[src/rtl/pipe_chain.sv]
// Write-back pipeline of DEPTH stages with per-stage forwarding lookup and occupancy count.
// Latency: DEPTH cycles from the cycle a packet is presented and accepted to out_valid_o, 1 packet/cycle.
// Backpressure: bubble-collapsing valid/ready chain; a stage advances when empty or when everything ahead moves.
module pipe_chain #(
  parameter int DEPTH   = 4,
  parameter int DATA_W  = 32,
  parameter int RADDR_W = 5
) (
  input  logic                       clk_i,
  input  logic                       rst_i,
  input  logic                       in_valid_i,
  output logic                       in_ready_o,
  input  logic [RADDR_W-1:0]         in_waddr_i,
  input  logic                       in_we_i,
  input  logic [DATA_W-1:0]          in_wdata_i,
  output logic                       out_valid_o,
  input  logic                       out_ready_i,
  output logic [RADDR_W-1:0]         out_waddr_o,
  output logic                       out_we_o,
  output logic [DATA_W-1:0]          out_wdata_o,
  input  logic                       flush_i,
  input  logic [RADDR_W-1:0]         fwd_raddr_i,
  output logic                       fwd_hit_o,
  output logic [DATA_W-1:0]          fwd_data_o,
  output logic [$clog2(DEPTH+1)-1:0] occ_o
);

  localparam int OCC_W = $clog2(DEPTH+1);

  // Stage 0 is the youngest, stage DEPTH-1 the oldest.
  logic [DEPTH-1:0]   valid;
  logic [DEPTH-1:0]   we;
  logic [RADDR_W-1:0] waddr [DEPTH];
  logic [DATA_W-1:0]  wdata [DEPTH];
  logic [DEPTH-1:0]   ready;

  // Ready chain in closed form: a stage can load if any stage from it to the end has a hole,
  // or if the downstream port is taking the oldest packet.
  always_comb begin
    logic acc;
    acc   = out_ready_i;
    ready = '0;
    for (int k = DEPTH - 1; k >= 0; k--) begin
      acc      = acc | ~valid[k];
      ready[k] = acc;
    end
  end

  // Stage registers: flush wins over every advance; otherwise each ready stage takes its upstream.
  always_ff @(posedge clk_i or negedge rst_i) begin
    if (!rst_i) begin
      valid <= '0;
      we    <= '0;
      for (int k = 0; k < DEPTH; k++) begin
        waddr[k] <= '0;
        wdata[k] <= '0;
      end
    end else if (flush_i) begin
      valid <= '0;
    end else begin
      if (ready[0]) begin
        valid[0] <= in_valid_i;
        we[0]    <= in_we_i;
        waddr[0] <= in_waddr_i;
        wdata[0] <= in_wdata_i;
      end
      for (int k = 1; k < DEPTH; k++) begin
        if (ready[k]) begin
          valid[k] <= valid[k-1];
          we[k]    <= we[k-1];
          waddr[k] <= waddr[k-1];
          wdata[k] <= wdata[k-1];
        end
      end
    end
  end

  // Forwarding lookup over stages only; scanning oldest to youngest lets the youngest match win.
  always_comb begin
    fwd_hit_o  = 1'b0;
    fwd_data_o = '0;
    for (int k = DEPTH - 1; k >= 0; k--) begin
      if (valid[k] && we[k] && (waddr[k] == fwd_raddr_i) && (fwd_raddr_i != '0)) begin
        fwd_hit_o  = 1'b1;
        fwd_data_o = wdata[k];
      end
    end
  end

  // Occupancy: population count of the stage valid bits.
  always_comb begin
    occ_o = '0;
    for (int k = 0; k < DEPTH; k++) begin
      occ_o = occ_o + OCC_W'(valid[k]);
    end
  end

  assign in_ready_o  = ready[0];
  assign out_valid_o = valid[DEPTH-1];
  assign out_we_o    = we[DEPTH-1] & valid[DEPTH-1];
  assign out_waddr_o = waddr[DEPTH-1];
  assign out_wdata_o = wdata[DEPTH-1];

endmodule
[config.mk]
export PLATFORM = sky130hd
export DESIGN_NAME = pipe_chain
export DESIGN_NICKNAME = d
export VERILOG_FILES = /design/src/rtl/pipe_chain.sv
export SDC_FILE = /design/constraint.sdc
export NUM_CORES = 1
export LEC_CHECK = 0
export ABC_AREA = 1
export CAP_MARGIN = 20
export CORE_ASPECT_RATIO = 1.1
export CORE_MARGIN = 1.5
export CORE_UTILIZATION = 35
export CTS_BUF_LIST = sky130_fd_sc_hd__clkbuf_2 sky130_fd_sc_hd__clkbuf_4 sky130_fd_sc_hd__clkbuf_8
export DETAILED_ROUTE_END_ITERATION = 10
export DONT_BUFFER_PORTS = 1
export GPL_ROUTABILITY_DRIVEN = 0
export SETUP_SLACK_MARGIN = 0.3
export SYNTH_ARGS = -nofsm -noshare
export SYNTH_HDL_FRONTEND = slang
export SYNTH_SLANG_ARGS = --single-unit
export TNS_END_PERCENT = 20
[constraint.sdc]
create_clock -name clk_i -period 2.6 [get_ports clk_i]
set_clock_uncertainty 0.1 [all_clocks]
set_input_delay 0.52 -clock clk_i [delete_from_list [all_inputs] [get_ports clk_i]]
set_output_delay 0.52 -clock clk_i [all_outputs]
set_load 0.005 [all_outputs]
-- Word level (Yosys, flattened, before mapping)
Index checks and enable logic that the tools add are counted.
W data, S select, Z words.
- input bits: 48
- logic and storage cells: 67
- flip-flop bits (word level): 156
- output and inout bits: 76
- reductions and logical operators: 21
- muxes and demuxes: 13
- eq/ne operators: 4
- bitwise logic cells: 10
- add/sub/neg operators: 3
- operators with widths (cell ; number):
    $mux W32 ; 4
    $eq A5 B5 Y1 ; 4
    $logic_and A1 B1 Y1 ; 12
    $mux W1 ; 8
    $reduce_and A2 Y1 ; 4
    $reduce_bool A2 Y1 ; 4
    $not A1 Y1 ; 5
    $reduce_bool A5 Y1 ; 1
    $mux W4 ; 1
    $or A1 B1 Y1 ; 4
    $add A2 B1 Y3 ; 1
    $add A3 B1 Y3 ; 1
    $add A1 B1 Y2 ; 1
    $and A1 B1 Y1 ; 1

-- Depth between registers and ports, before layout
- depth in word-level cells: 7
- gate-level depth with buffers: 12
- depth with buffers taken out: 11

-- Worst setup path after synthesis
OpenSTA, ideal clock, no wires.
- path kind: reg2out
- start point: reg valid[3]
- end point: out occ_o[1]
- data required time: 1.980 ns
- path buffers: 0
- setup slack: 0.537 ns
- arrival time: 1.443 ns
- stages on the path, launching flop included: 6
- cell sequence: dfrtp_1 inv_2 fa_1 inv_1 ha_1 ha_1
- word-level cells in the longest chain between the ends: 1
- RTL lines (what ; RTL line ; RTL):
    from (decl) ; 31 ; logic [DEPTH-1:0] valid;
    from (signal, indexed assignment) ; 69 ; valid[k] <= valid[k-1];
    $add A3 B1 Y3 ; 94 ; occ_o = occ_o + OCC_W'(valid[k]);
    to (decl) ; 25 ; output logic [$clog2(DEPTH+1)-1:0] occ_o
No other way between the ends.

-- Worst setup path in the final report
- start point: reg waddr (netlist bit out_waddr_o[1])
- end point: out fwd_data_o[12]
- word-level cells in the longest chain between the ends: 7
- RTL lines (what ; RTL line ; RTL):
    from (decl) ; 33 ; logic [RADDR_W-1:0] waddr [DEPTH];
    from (signal, indexed assignment) ; 71 ; waddr[k] <= waddr[k-1];
    $eq A5 B5 Y1 ; 83 ; if (valid[k] && we[k] && (waddr[k] == fwd_raddr_i) && (fwd_raddr_i != '0)) begin
    $logic_and A1 B1 Y1 (2 in series) ; 83 ;
    $mux W32 (4 in series) ; 83 ;
    to (decl) ; 24 ; output logic [DATA_W-1:0] fwd_data_o,
No other way between the ends.

==> flow_summary.toml <==
[yosys]
synthCells = 1066
synthesis.area_mm2 = 0.008285
synth-seq-cells = 156
synth-seq-area-share_pct = 47.12
syn_avg_cell_area_um2 = 7.772
syn_nets = 1117
synthArstFlopShare_pct = 100.0
yosysWarningCount = 0
synth_edf_count = 0
synth-main-ff-cell = "dfrtp_1"
ys_types = 28

[sta]
slew_viol_final = 0
min_period_ps = 2616
maxSlewHeadroom_pct = 63.58
rsz0062_at_grt = "true"
fmax_ghz = 0.3823
fin_ws_ps = -15.88
tightest_slew_ps = 545.8
whs_ps = -347.2
setup_violations = 6
hold_viol_final = 156
period_share_pct = 100.6

[clock_tree]
clkSinkCount = 156
clk_pin_slew_ps = 80
clockRootBuffer = "clkbuf_8"
cts_tree = "built"
numCtsBuffers = 17
clock_latency_ps = 460
ctsHoldBuffers = 1
htree_levels = 4
cts_buffer_depth = 2

[detailed_routing]
drt_first_pass_iters = 5
highest_layer = "met4"
detail-route-antenna-nets = 0
drc = 0
wl_met1_mm = 9.862
drt_wl_total_mm = 23.03
wl_per_cell_um = 17.29
wl_met2_mm = 11.38
vias_per_cell = 4.962
vias = 6609
wl_met3_mm = 1.461
detail_route.iter0.violations = 464

[setup_path]
start_kind = "flop"
cp_top_family = "simple AND/OR/NAND/NOR gates"
endpoint = "fwd_data_o[12]"
path_class = "reg2out"
r2r-start = "valid[3]"
critPathLaunch = "out_waddr_o[1]"
critical_path.max_stage_delay_ps = 460
worstSetupPathDepth = 8
slowest_stage = "dfrtp_2"
path_buf_inv = 1
r2r_cells = 12
crit_arrival_ps = 2000
cp_max_fo = 15
r2r-end = "wdata[109]"
crit_chain = "nand2_1 > nand3_2 > nor2_4 > clkbuf_16 > nand3_1 > nand2_1 > nand3_1 > a21oi_2"
end_kind = "primary output"
rrSetupSlack_ps = 510
crit_required_ps = 1980

[layout]
layout_commonest_cell = "nand2_1"
final_cells = 1332
layout_common_cells = "nand2_1, dfrtp_1, nand3_1, inv_1"
fin_nets = 1070
final_layout_size_suffix_gt1_share_pct = 17.15
antenna_cells = 0
utilization_pct = 39.60
synthToLayoutAreaGrowth_pct = 10.28

[floorplan]
die_x_um = 149.7
fp-row-count = 58
num_io_pins = 124
die_y_um = 164.4
dieArea_mm2 = 0.02461
start_util_pct = 35.90
core_mm2 = 0.02308

[global_route]
grt_use_total_pct = 18.68
grt_pass1_wl_mm = 35.02
gr-total-overflow = 0
antenna_found_initial = 0
grt_max_degree = 157
grt_pass1_vias = 6231

[power_and_ir_drop]
power_density_mw_per_mm2 = 602.0
finalPower_mw = 5.501
ir_drop_mv = 0.3162
p_leak_nw = 4.459

[hold_path]
hold_path_class = "in2async"

[placed_design]
port_buffers = 0
hpwl_mm = 14.48
place_inst = 1287

[job]
max-cap-violations = 0

[run_status]
failed_checks = "negative hold slack, negative setup slack"
outcome = "complete, but fails checks"
## worst reg2reg max path: cells and delay by family (launching register included)
kind | cells | cell delay, ps
and+or+nand+nor | 7 | 890
buffers and inverters | 5 | 620
DFF | 1 | 440
## per-layer routing
| layer | vias up | global-route usage (%) |
|---|---|---|
| li1 | 3235 | - |
| met1 | 3190 | 22.94 |
| met2 | 161 | 31.57 |
| met3 | 23 | 5.387 |
| met4 | 0 | 5.927 |
| met5 | - | 0 |
## where the power goes
group          switching, mW  total (mW)  internal [mW]
sequential             0.254        2.97           2.71
combinational          0.467       0.722          0.255
clock                  0.938        1.81          0.876
## Yosys cell counts (2+ instances only)
library cell / instances / share of area [%]
nand2_2: 5 / 0.38
nor2_2: 3 / 0.23
nor2_1: 80 / 3.6
o22ai_1: 2 / 0.15
o21ai_0: 79 / 4.8
inv_2: 9 / 0.41
buf_1: 3 / 0.14
dfrtp_1: 156 / 47
xnor2_1: 3 / 0.32
a21oi_2: 27 / 2.9
nand3_1: 159 / 9.6
nand2_1: 246 / 11
nor2_4: 7 / 0.95
buf_6: 10 / 1.4
buf_2: 33 / 2.0
buf_4: 42 / 3.8
ha_1: 2 / 0.30
clkbuf_1: 14 / 0.63
a21oi_1: 55 / 3.3
inv_1: 123 / 5.6
## sequential cells by signal, indices dropped and copies added, names as in the netlist
register     cells
wdata           96
out_waddr_o      5
out_wdata_o     32
we               4
waddr           15
valid            4
## per-stage QoR
step	cell area, um2	worst slack, ps	TNS (ps)	hold slack (ps)
detailed placement	8272	31.38	0	129.8
global route	9138	-139.7	-3865	-395.9
floorplan	8285	537.1	0	124.4
CTS	8837	-101.6	-1682	-385.2
global placement	8272	64.69	0	130.0
finish	9138	-15.88	-47.63	-347.2
## repair_timing
item                                   4_1_cts  5_1_grt
pin swaps                                   10       16
endpoints found under the hold margin      159      156
cloned                                       1        4
buffers inserted                             4        3
gates resized for setup                     30       41
setup endpoints to repair                   37       37
## cells by family (layout without fill, tap and decap cells)
logic type,Yosys count,in the layout,share of synthesized area [%]
muxes,1,1,0.1359
buffers and inverters,234,200,13.91
adders and majority gates,3,3,0.5436
and+or+nand+nor,506,506,26.88
xor gates and xnor gates,3,3,0.3172
AOI/OAI and AO/OA,163,163,11.10
DFF,156,156,47.12
## worst min path at each step
stage	to	slack, ps
after detailed placement	waddr[13]	130
final	out_waddr_o[2]	-350
after global placement	waddr[8]	130
after CTS	waddr[13]	-390
after global routing	waddr[18]	-400
after floorplan	out_waddr_o[0]	120
## layout make-up
class	count	area, um2
Sequential cell	156	3909
Timing Repair Buffer	36	549.3
Clock inverter	12	123.9
Tap cell	300	375.4
Clock buffer	20	256.5
Fill cell	2388	13940
Inverter	132	495.5
Multi-Input combinational cell	676	3428
(Power assumes the default switching activity.)
